<file path="src/rtl/lut_prober.sv">
// Probes a two-input logical unit through all four (a,b) combinations,
// rebuilds its truth-table word, names the gate and checks it against a reference.
module lut_prober #(
    parameter int unsigned SETTLE_CYCLES = 1
) (
    input  logic       clk,
    input  logic       rst,
    input  logic       start,
    input  logic [3:0] expected_func,
    input  logic       probe_out,
    output logic       probe_a,
    output logic       probe_b,
    output logic       busy,
    output logic       done,
    output logic [3:0] func_rec,
    output logic [2:0] op_code,
    output logic       match
);

    localparam int unsigned CNT_W  = 4;
    localparam int unsigned IDX_W  = 2;
    localparam int unsigned FUNC_W = 4;
    localparam int unsigned OP_W   = 3;

    typedef enum logic [1:0] {
        S_IDLE   = 2'd0,
        S_SETTLE = 2'd1,
        S_DONE   = 2'd2
    } state_t;

    state_t             state_q, state_nxt;
    logic [IDX_W-1:0]   idx_q, idx_d;
    logic [CNT_W-1:0]   cnt_q, cnt_d;
    logic [FUNC_W-1:0]  shadow_q, shadow_d;
    logic [FUNC_W-1:0]  func_rec_d;
    logic [OP_W-1:0]    op_code_d;
    logic               match_d, busy_d, done_d, probe_a_d, probe_b_d;
    logic               sample_c, last_c;
    logic [FUNC_W-1:0]  word_c;

    // Truth-table word to gate class; anything unrecognised is 0
    function automatic logic [OP_W-1:0] classify(input logic [FUNC_W-1:0] w);
        case (w)
            4'b1000:          classify = OP_W'(1);
            4'b1110:          classify = OP_W'(2);
            4'b0110:          classify = OP_W'(3);
            4'b0111:          classify = OP_W'(4);
            4'b0001:          classify = OP_W'(5);
            4'b1001:          classify = OP_W'(6);
            4'b0000, 4'b1111: classify = OP_W'(7);
            default:          classify = OP_W'(0);
        endcase
    endfunction

    assign sample_c = (state_q == S_SETTLE) && (cnt_q == CNT_W'(SETTLE_CYCLES));
    assign last_c   = sample_c && (idx_q == IDX_W'(3));

    // Shadow word with the bit being sampled this edge merged in
    always_comb begin
        word_c        = shadow_q;
        word_c[idx_q] = probe_out;
    end

    always_ff @(posedge clk or negedge rst) begin
        if (!rst) begin
            state_q  <= S_IDLE;
            idx_q    <= '0;
            cnt_q    <= '0;
            shadow_q <= '0;
            func_rec <= '0;
            op_code  <= '0;
            match    <= 1'b0;
            busy     <= 1'b0;
            done     <= 1'b0;
            probe_a  <= 1'b0;
            probe_b  <= 1'b0;
        end else begin
            state_q  <= state_nxt;
            idx_q    <= idx_d;
            cnt_q    <= cnt_d;
            shadow_q <= shadow_d;
            func_rec <= func_rec_d;
            op_code  <= op_code_d;
            match    <= match_d;
            busy     <= busy_d;
            done     <= done_d;
            probe_a  <= probe_a_d;
            probe_b  <= probe_b_d;
        end
    end

    always_comb begin
        state_nxt = state_q;
        case (state_q)
            S_IDLE:   if (start) state_nxt = S_SETTLE;
            S_SETTLE: if (last_c) state_nxt = S_DONE;
            S_DONE:   state_nxt = S_IDLE;
            default:  state_nxt = S_IDLE;
        endcase
    end

    // Datapath and registered-output next values; probes follow the index being entered
    always_comb begin
        idx_d      = idx_q;
        cnt_d      = cnt_q;
        shadow_d   = shadow_q;
        func_rec_d = func_rec;
        op_code_d  = op_code;
        match_d    = match;
        case (state_q)
            S_IDLE: begin
                if (start) begin
                    idx_d    = '0;
                    cnt_d    = '0;
                    shadow_d = '0;
                end
            end
            S_SETTLE: begin
                if (sample_c) begin
                    shadow_d = word_c;
                    cnt_d    = '0;
                    if (last_c) begin
                        func_rec_d = word_c;
                        op_code_d  = classify(word_c);
                        match_d    = (word_c == expected_func);
                    end else begin
                        idx_d = idx_q + IDX_W'(1);
                    end
                end else begin
                    cnt_d = cnt_q + CNT_W'(1);
                end
            end
            default: ;
        endcase
        busy_d    = (state_nxt == S_SETTLE);
        done_d    = (state_nxt == S_DONE);
        probe_a_d = (state_nxt == S_SETTLE) ? idx_d[1] : 1'b0;
        probe_b_d = (state_nxt == S_SETTLE) ? idx_d[0] : 1'b0;
    end

endmodule

</file>
<file path="config.mk">
export PLATFORM = sky130hd
export DESIGN_NAME = lut_prober
export DESIGN_NICKNAME = d
export VERILOG_FILES = /design/src/rtl/lut_prober.sv
export SDC_FILE = /design/constraint.sdc
export NUM_CORES = 1
export LEC_CHECK = 0
export BUFFER_PORTS_ARGS = -buffer_cell sky130_fd_sc_hd__buf_2
export CAP_MARGIN = 40
export CORE_MARGIN = 2
export CORE_UTILIZATION = 55
export CTS_CLUSTER_DIAMETER = 120
export DETAILED_ROUTE_END_ITERATION = 12
export PLACE_DENSITY = 0.78
export SLEW_MARGIN = 20
export SYNTH_ARGS = -nofsm -noshare
export SYNTH_HDL_FRONTEND = slang
export SYNTH_SLANG_ARGS = --single-unit
</file>
<file path="constraint.sdc">
create_clock -name clk -period 2 [get_ports clk]
set_input_delay 0.4 -clock clk [delete_from_list [all_inputs] [get_ports clk]]
set_output_delay 0.4 -clock clk [all_outputs]
set_load 0.02 [all_outputs]
</file>
Yosys cells after proc, flatten, opt, wreduce, memory -nomap -nowiden
Memory sizes are Yosys's and may differ from the RTL's. A register that Yosys moved wholly into a read port is not among the register bits.
Index checks and enable logic that the tools add are counted.
{ "classes": {"magnitude_cmp": 2, "n_eq_ne": 8, "add_sub_neg": 2, "n_mux": 17, "n_reduce_logical": 9} }
{ "ops": {"columns": ["op", "count"], "rows": [
  ["$pmux 4 s2", 2],
  ["$mux 4", 3],
  ["$mux 2", 5],
  ["$pmux 2 s2", 2],
  ["$reduce_and 3->1", 2],
  ["$add 4x1->4 const B", 1],
  ["$bwmux 4", 1],
  ["$eq 2x1->1 const B", 2],
  ["$eq 2x2->1 const B", 2],
  ["$eq 4x1->1 const B", 1],
  ["$eq 4x4->1", 1],
  ["$ne 2x2->1 const B", 2],
  ["$logic_and 1x1->1", 3],
  ["$lt 2x3->1 const B", 1],
  ["$mux 1", 3],
  ["$add 2x1->2 const B", 1],
  ["$demux 1 s2", 1],
  ["$ge 2x1->1 const B", 1],
  ["$logic_not 2->1", 1],
  ["$reduce_and 2->1", 1],
  ["$reduce_bool 2->1", 1],
  ["$logic_not 1->1", 1]
]} }
{ "word_totals": {"reg_bits": 21, "elab_cells": 49, "n_memories": 1, "mem_bits_ro": 48} }
{ "memory_table": {"columns": ["name", "words", "word_bits", "read_ports", "rd_ports_with_merged_regs", "wr", "line", "source"], "rows": [
  ["(no name shown)", 16, 3, 1, 1, 0, "43", "case (w)"]
]} }

Logic depth before layout (Yosys ltp)
Gate-level depths: netlist of the first run.
{ "depth": {"word_depth": 7, "ltp_mapped": 7, "depth_no_buf": 7} }

Worst setup path before layout of the first run
OpenSTA, ideal clock, no wires.
{ "synth_path": {"kind": "register to register", "start": "register idx_q[0]", "end": "register op_code[1]", "path_slack_ps": 416, "path_buffers": 0, "setup_time_ps": 83, "t_arrival_ps": 1500, "path_stages_with_launch": 6, "synth_period_minus_slack_ps": 1584, "cell_sequence": "dfrtp_1 > ha_1 > mux2_2 > a21oi_1 > o221ai_1 > o21ai_0"} }
{ "synth_between": {"elab_chain_cells": 5, "elab_cells_between_ends": 9} }
{ "synth_lines": {"columns": ["element", "line", "source"], "rows": [
  ["start: declaration", "32", "logic [IDX_W-1:0] idx_q, idx_d;"],
  ["start signal: assignment", "79", "idx_q <= idx_d;"],
  ["$lt 2x3->1 (not written as such) or $ge 2x1->1 (tied branches)", "61", "word_c[idx_q] = probe_out;"],
  ["$logic_and 1x1->1 (not written as such)", "61", null],
  ["$mux 1 (not written as such)", "61", null],
  ["$demux 1 s2", "61", null],
  ["$bwmux 4", "61", null],
  ["end: declaration", "16", "output logic [2:0] op_code,"]
]} }
Parallel ways exist; a longest one is shown, timed or not.
A chain may end at the register's enable or synchronous reset.

Worst setup path in the final report of the first run
{ "layout_path": {"start": "register cnt_q[1]", "end": "register idx_q[0]"} }
{ "layout_between": {"elab_chain_cells": 6} }
{ "layout_lines": {"columns": ["element", "line", "source"], "rows": [
  ["start: declaration", "33", "logic [CNT_W-1:0] cnt_q, cnt_d;"],
  ["start signal: assignment", "80", "cnt_q <= cnt_d;"],
  ["$eq 4x1->1 (*)", "55", "assign sample_c = (state_q == S_SETTLE) && (cnt_q == CNT_W'(SETTLE_CYCLES));"],
  ["$logic_and 1x1->1 (*)", "55", null],
  ["$logic_and 1x1->1", "56", "assign last_c = sample_c && (idx_q == IDX_W'(3));"],
  ["$mux 2", "122", "if (last_c) begin"],
  ["$mux 2 (*)", "119", "if (sample_c) begin"],
  ["$pmux 2 s2 (*)", "110", "case (state_q)"],
  ["named net idx_d[0]", "32", null]
]} }
The timed path passes the listed nets; every way through them passes the cells marked *.

==> results of run 1 <==
==> worst max-delay path, delay by kind of cell (launching register included) <==
family / cells / cell delay, ns
simple gates: 2 / 0.80
flops: 1 / 0.43
compound gates: 2 / 0.28
fa+ha+maj: 1 / 0.16
buf+inv: 1 / 0.07
==> layer usage <==
layer | up-vias | GRT usage | wire length [µm]
met5 | - | 0 | 0
met4 | 0 | 0.0921 | 34
met3 | 5 | 0.0345 | 112
met2 | 25 | 0.382 | 1260
met1 | 492 | 0.275 | 1140
li1 | 496 | - | -
==> power groups by stage <==
stage | sequential, mW | clock (mW) | combinational, mW
2_1_floorplan | 0.978 | 0 | 0.850
3_3_place_gp | 0.855 | 0 | 1.27
3_5_place_dp | 0.864 | 0 | 1.32
4_1_cts | 0.852 | 0.264 | 1.33
5_1_grt | 0.889 | 0.276 | 1.47
6_report | 0.855 | 0.255 | 1.32
==> stage by stage <==
stage	cell area [µm²]	cells
6_report	1440	177
5_1_grt	1440	177
4_1_cts	1440	177
3_5_place_dp	1410	173
3_3_place_gp	1410	173
2_1_floorplan	1270	126
==> registers in the layout, indices dropped and copies added, names as in the netlist <==
name	flops
cnt_q	4
func_rec	4
shadow_q	4
op_code	3
idx_q	2
state_q	2
busy	1
done	1
match	1
probe_a	1
probe_b	1
==> synth_stat cells, types with 4 or more instances <==
cell     number
ha_1          6
xnor2_1       4
mux2_2        4
o21ai_0       6
a22o_1        9
dfrtp_1      24
a21oi_1       5
inv_1         8
nor3_1        4
nand2_1      15
nor2_1       10
==> cell type report <==
type                    count  area [µm²]  share of cell area
multi-input cells          90         616               0.427
flip-flops and latches     24         601               0.416
repair buffers             23         125              0.0867
clock buffers               4        36.3              0.0252
well taps                  28        35.0              0.0243
inverters                   8        30.0              0.0208
==> cells in the final DEF (no fill, tap or decap), types with 2 or more instances in the layout <==
master    instances
nor2b_1           2
nand2_1          15
nand3_1           3
buf_4             4
a31oi_1           2
buf_2            19
o21ai_1           3
clkbuf_4          3
mux2_2            4
nor3_1            4
nor2_1           10
a21oi_1           5
xnor2_1           4
dfrtp_1          24
mux2i_1           3
o21ai_0           6
ha_1              6
inv_1             8
a22o_1            9
o31ai_1           2
==> kinds of logic (layout without fill, tap and decap cells) <==
group                    after synthesis  after routing  synth area share
AND/OR/NAND/NOR                       40             40             0.159
flip-flops                            24             24             0.472
multiplexers                           7              7            0.0590
AO/OA/AOI/OAI                         33             33             0.179
adder cells (fa/ha/maj)                6              6            0.0590
buffers and inverters                 12             35            0.0442
XOR/XNOR                               4              4            0.0275
==> worst min-delay path by stage <==
stage / from / end / slack (ns) / cells past startpoint
5_1_grt: rst / probe_a / 0.08 / 1
2_1_floorplan: rst / busy / 0.10 / 0
3_5_place_dp: rst / func_rec[2] / 0.41 / 1
3_3_place_gp: rst / func_rec[2] / 0.41 / 1
6_report: rst / shadow_q[1] / 0.04 / 1
4_1_cts: rst / shadow_q[1] / 0.05 / 1
==> qor.csv, run 1 <==
stage;metric;value;unit
final_layout;num-nets-final;164;
floorplanning;core_area;0.00219;mm²
final_layout;antennaDiodeCount;0;
placement;dpl.hpwl;1850;µm
setup_path;crit_chain;inv_1, ha_1, or3b_1, nor3_4, a21oi_1, o22a_1;
setup_path;reg2reg_depth;6;
setup_path;crit_required;2.23;ns
final_layout;area_delta_synth_final;13.4;%
detailed_routing;dr.first_iter.drc_count;33;
sta;finalSetupTns;0;ns
grt;antenna_found_initial;0;
yosys;synthCells;126;
sta;maxSlewViolCount;0;
min_path;hold_path.class;primary input to async pin;
yosys;synth_seq_cells;24;
pwr;pwr-share-clk;0.105;
pwr;combPwrFrac;0.544;
yosys;syn_avg_cell_area;10.1;µm²
placement;io_buffers;19;
setup_path;cp.arrival;2.07;ns
floorplanning;die_area;0.00271;mm²
grt;grt_pass1_wl;4420;µm
sta;skew;0.0109;ns
yosys;yosysTopAreaCellShare;0.472;
final_layout;fillers;175;
setup_path;reg2reg_slack;0.16;ns
pwr;total_leakage_power;0.700;nW
yosys;ys_seq_area_frac;0.472;
pwr;total_power;2.43;mW
setup_path;cp_slowest_cell;or3b_1;
setup_path;path_max_fanout;10;
floorplanning;die_w;52.1;µm
grt;grt_pass1_vias;1008;
setup_path;startpoint;cnt_q[1];
clock_tree;cts_sinks;24;
yosys;synth_top_flop_cell;dfrtp_1;
run_status;status;finished, final reports clean;
detailed_routing;via_per_inst;5.75;
yosys;synth_area;0.00127;mm²
detailed_routing;drt-total-wl;2540;µm
detailed_routing;wl_per_cell;14.4;µm
detailed_routing;ant_nets;0;
setup_path;crit_path_max_incr_delay;0.56;ns
floorplanning;fp-row-count;17;
clock_tree;cts_buffers;3;
setup_path;setup.worst_path.class;register to register;
placement;gp_congestion;0.854;
pwr;seq_power_share;0.351;
yosys;async_flop_share;1.00;
flow_run;drv_cap;0;
sta;slew_headroom;0.645;
yosys;syn_nets;140;
floorplanning;die_y;52.1;µm
sta;fin_crit_sh;0.921;
yosys;synth_edf_count;0;
clock_tree;insertion_delay;0.32;ns
clock_tree;ctsHoldBuffers;0;
yosys;yosys-top-cells-area;dfrtp_1 (47%), a22o_1 (6.2%), ha_1 (5.9%);
grt;track_usage;0.222;
final_layout;fin_util;0.658;
floorplanning;ios;20;
yosys;synthDistinctLibCells;31;
clock_tree;cts_root_buf;clkbuf_4;
pwr;max-vdd-ir-drop;0.000904;V
grt;grt_remaining_overflow;0;
clock_tree;h-tree-depth;1;
setup_path;worstSetupEndpointType;register;
sta;rsz0062_at_grt;false;
setup_path;crit_end;idx_q[0];
sta;worst_slack;0.159;ns
sta;fmax;543;MHz
setup_path;r2r-end;idx_q[0];
setup_path;start_kind;register;
clock_tree;cts_tree;done;
clock_tree;post-cts-setup-buffers;0;
clock_tree;cts.clk_slew.worst_paths;0.13;ns
detailed_routing;first_pass_iters;4;
yosys;synth_top_area_cell;dfrtp_1;
floorplanning;start_util;0.581;
clock_tree;clockBufferDepth;2;
sta;setup_violations;0;
sta;holdWs;0.0392;ns
detailed_routing;vias;1018;
final_layout;final_layout_size_suffix_gt1_frac;0.228;
clock_tree;cts.repair.resized;0;
detailed_routing;drc;0;
pwr;powerDensity;1690;mW/mm²
pwr;power.internal;1.36;mW
pwr;p_sw_frac;0.443;
yosys;synth_warnings;0;
sta;hold_viol;0;
placement;dp_slack;0.193;ns
grt;grt_max_degree;25;
sta;layout_min_cycle_time;1.84;ns
pwr;switchingPower;1.08;mW
setup_path;timing.rr.start;cnt_q[1];
sta;worst_pin_slew;0.533;ns
Power figures use the tool's default switching activity.
==> run 2: changes to the inputs <==
--- a/config.mk
+++ b/config.mk
@@ -13,4 +13,5 @@
 export DETAILED_ROUTE_END_ITERATION = 12
 export PLACE_DENSITY = 0.78
+export SETUP_SLACK_MARGIN = 0.4
 export SLEW_MARGIN = 20
 export SYNTH_ARGS = -nofsm -noshare
==> constraint.sdc (replaced) <==
create_clock -name clk -period 2 [get_ports clk]
set_input_delay 0.3 -clock clk [delete_from_list [all_inputs] [get_ports clk]]
set_output_delay 0.3 -clock clk [all_outputs]
set_load 0.02 [all_outputs]
==> qor.csv, run 2 (synthesized netlist as in run 1, its figures left out) <==
stage;metric;value;unit;change
clock_tree;h-tree-depth;1;;unchanged
final_layout;antennaDiodeCount;0;;unchanged
setup_path;worstSetupEndpointType;register;;
setup_path;cp.arrival;1.87;ns;-0.20 ns
floorplanning;start_util;0.581;;unchanged
placement;dp_cells;173;;unchanged
sta;finalSetupTns;0;ns;unchanged
clock_tree;cts_buffers;3;;unchanged
floorplanning;core_area;0.00219;mm²;unchanged
sta;slew_headroom;0.639;;-0.00599
grt;grt_max_degree;25;;unchanged
flow_run;drv_cap;0;;unchanged
setup_path;crit_required;2.22;ns;about the same
grt;grt_remaining_overflow;0;;unchanged
grt;grt_pass1_wl;4770;µm;+7.8%
setup_path;start_kind;register;;
final_layout;reg_top3;cnt_q x4, func_rec x4, shadow_q x4;;
pwr;pwr-share-clk;0.084;;-0.021
clock_tree;cts_sinks;24;;unchanged
detailed_routing;wl_per_cell;15.9;µm;+11%
detailed_routing;drc;0;;unchanged
pwr;switchingPower;1.31;mW;+21%
grt;antenna_found_initial;0;;unchanged
run_status;status;finished, final reports clean;;
sta;fin_crit_sh;0.823;;-0.0978
detailed_routing;dr.first_iter.drc_count;47;;+42%
floorplanning;die_y;52.1;µm;unchanged
sta;fmax;608;MHz;+12%
sta;rsz0062_at_grt;true;;
pwr;seq_power_share;0.295;;-0.056
min_path;hold_path.class;primary input to register;;
sta;setup_violations;0;;unchanged
detailed_routing;drt-total-wl;3100;µm;+22%
detailed_routing;via_per_inst;5.87;;+2.1%
pwr;power.internal;1.72;mW;+27%
clock_tree;clockBufferDepth;2;;unchanged
final_layout;finalNonFillerCells;195;;+10%
final_layout;layout_common_cells;dfrtp_1 (22), buf_2 (19), buf_4 (19), nand2_1 (15);;
detailed_routing;first_pass_iters;7;;+3
pwr;p_sw_frac;0.432;;-0.0115
clock_tree;cts_tree;done;;
final_layout;final_layout_size_suffix_gt1_frac;0.425;;+0.197
sta;layout_min_cycle_time;1.65;ns;-0.196 ns
floorplanning;ios;20;;unchanged
setup_path;setup.worst_path.class;register to register;;
pwr;combPwrFrac;0.621;;+0.077
grt;track_usage;0.239;;+0.0172
pwr;powerDensity;1740;mW/mm²;+3.3%
min_path;whs_path_depth;4;;
final_layout;area_delta_synth_final;36.8;%;
detailed_routing;vias;1145;;+12%
clock_tree;insertion_delay;0.32;ns;about the same
final_layout;final_common_cell;dfrtp_1;;
floorplanning;fp-row-count;17;;unchanged
setup_path;reg2reg_depth;6;;unchanged
grt;grt_pass1_vias;1066;;+5.8%
clock_tree;cts.clk_slew.worst_paths;0.14;ns;about the same
placement;io_buffers;19;;unchanged
sta;skew;0.0141;ns;+0.00317 ns
final_layout;num-nets-final;182;;+11%
placement;gp_congestion;0.854;;unchanged
pwr;total_leakage_power;0.804;nW;+15%
placement;dpl.hpwl;1850;µm;unchanged
sta;hold_viol;0;;unchanged
detailed_routing;ant_nets;0;;unchanged
sta;worst_pin_slew;0.542;ns;+0.00898 ns
final_layout;fin_util;0.794;;+0.136
sta;maxSlewViolCount;0;;unchanged
floorplanning;die_area;0.00271;mm²;unchanged
pwr;max-vdd-ir-drop;0.000966;V;+6.9%
sta;holdWs;0.326;ns;+0.287 ns
setup_path;path_max_fanout;5;;-5
floorplanning;die_w;52.1;µm;unchanged
clock_tree;cts_root_buf;clkbuf_4;;
## run 2: changes by cell type in the layout (fill, tap and decap cells not counted), sizes merged
cell,delta
dlygate4sd3,+1
or3b,+1
buf,+16
## run 2: power by group through the flow
stage / logic [mW] / registers, mW / clock network (mW)
5_1_grt: 2.04 / 0.929 / 0.274
3_3_place_gp: 1.27 / 0.855 / 0
4_1_cts: 1.58 / 0.853 / 0.264
2_1_floorplan: 0.850 / 0.978 / 0
6_report: 1.88 / 0.895 / 0.255
3_5_place_dp: 1.32 / 0.864 / 0
## run 2: routing by layer
layer  part of all wire  track usage
met5                  0            0
met4             0.0087       0.0746
met3              0.053       0.0345
met2               0.51        0.414
met1               0.43        0.307
## run 2: path summary, 6_finish.rpt
kind / endpoint / startpoint / slack, ns
max: idx_q[0] / cnt_q[1] / 0.35
min: match / expected_func[2] / 0.33
max reg2reg: idx_q[0] / cnt_q[1] / 0.35
min reg2reg: func_rec[3] / func_rec[3] / 0.49
max in group asynchronous: idx_q[0] / rst / 1.13
min in group asynchronous: shadow_q[1] / rst / 0.49
## run 2: area by class of cell
type | instances | area, µm²
Multi-Input combinational cell | 91 | 772
Sequential cell | 24 | 603
Fill cell | 125 | 450
Timing Repair Buffer | 40 | 259
Clock buffer | 4 | 36.3
Inverter | 8 | 35.0
Tap cell | 28 | 35.0
## run 2: what timing repair did
action,in CTS,in global routing
hold buffers,1,0
hold endpoints to repair,24,0
setup endpoints to repair,14,14
buffers inserted,6,10
pin swaps,0,12
resized for setup,22,17
cloned,1,0
## run 2: critical path, stage by stage (launching register included)
cell	delay, ns
dfrtp_1	0.41
inv_2	0.07
ha_4	0.13
or3b_4	0.42
nor3_4	0.23
a21oi_1	0.10
o22a_1	0.19
## run 2: through the flow
stage	power, mW	instance area [µm²]	worst slack [ns]
after floorplan	1.83	1270	0.416
after global placement	2.13	1410	0.263
after detailed placement	2.18	1410	0.193
after CTS	2.70	1580	0.375
after global routing	3.25	1740	0.297
final	3.03	1740	0.354
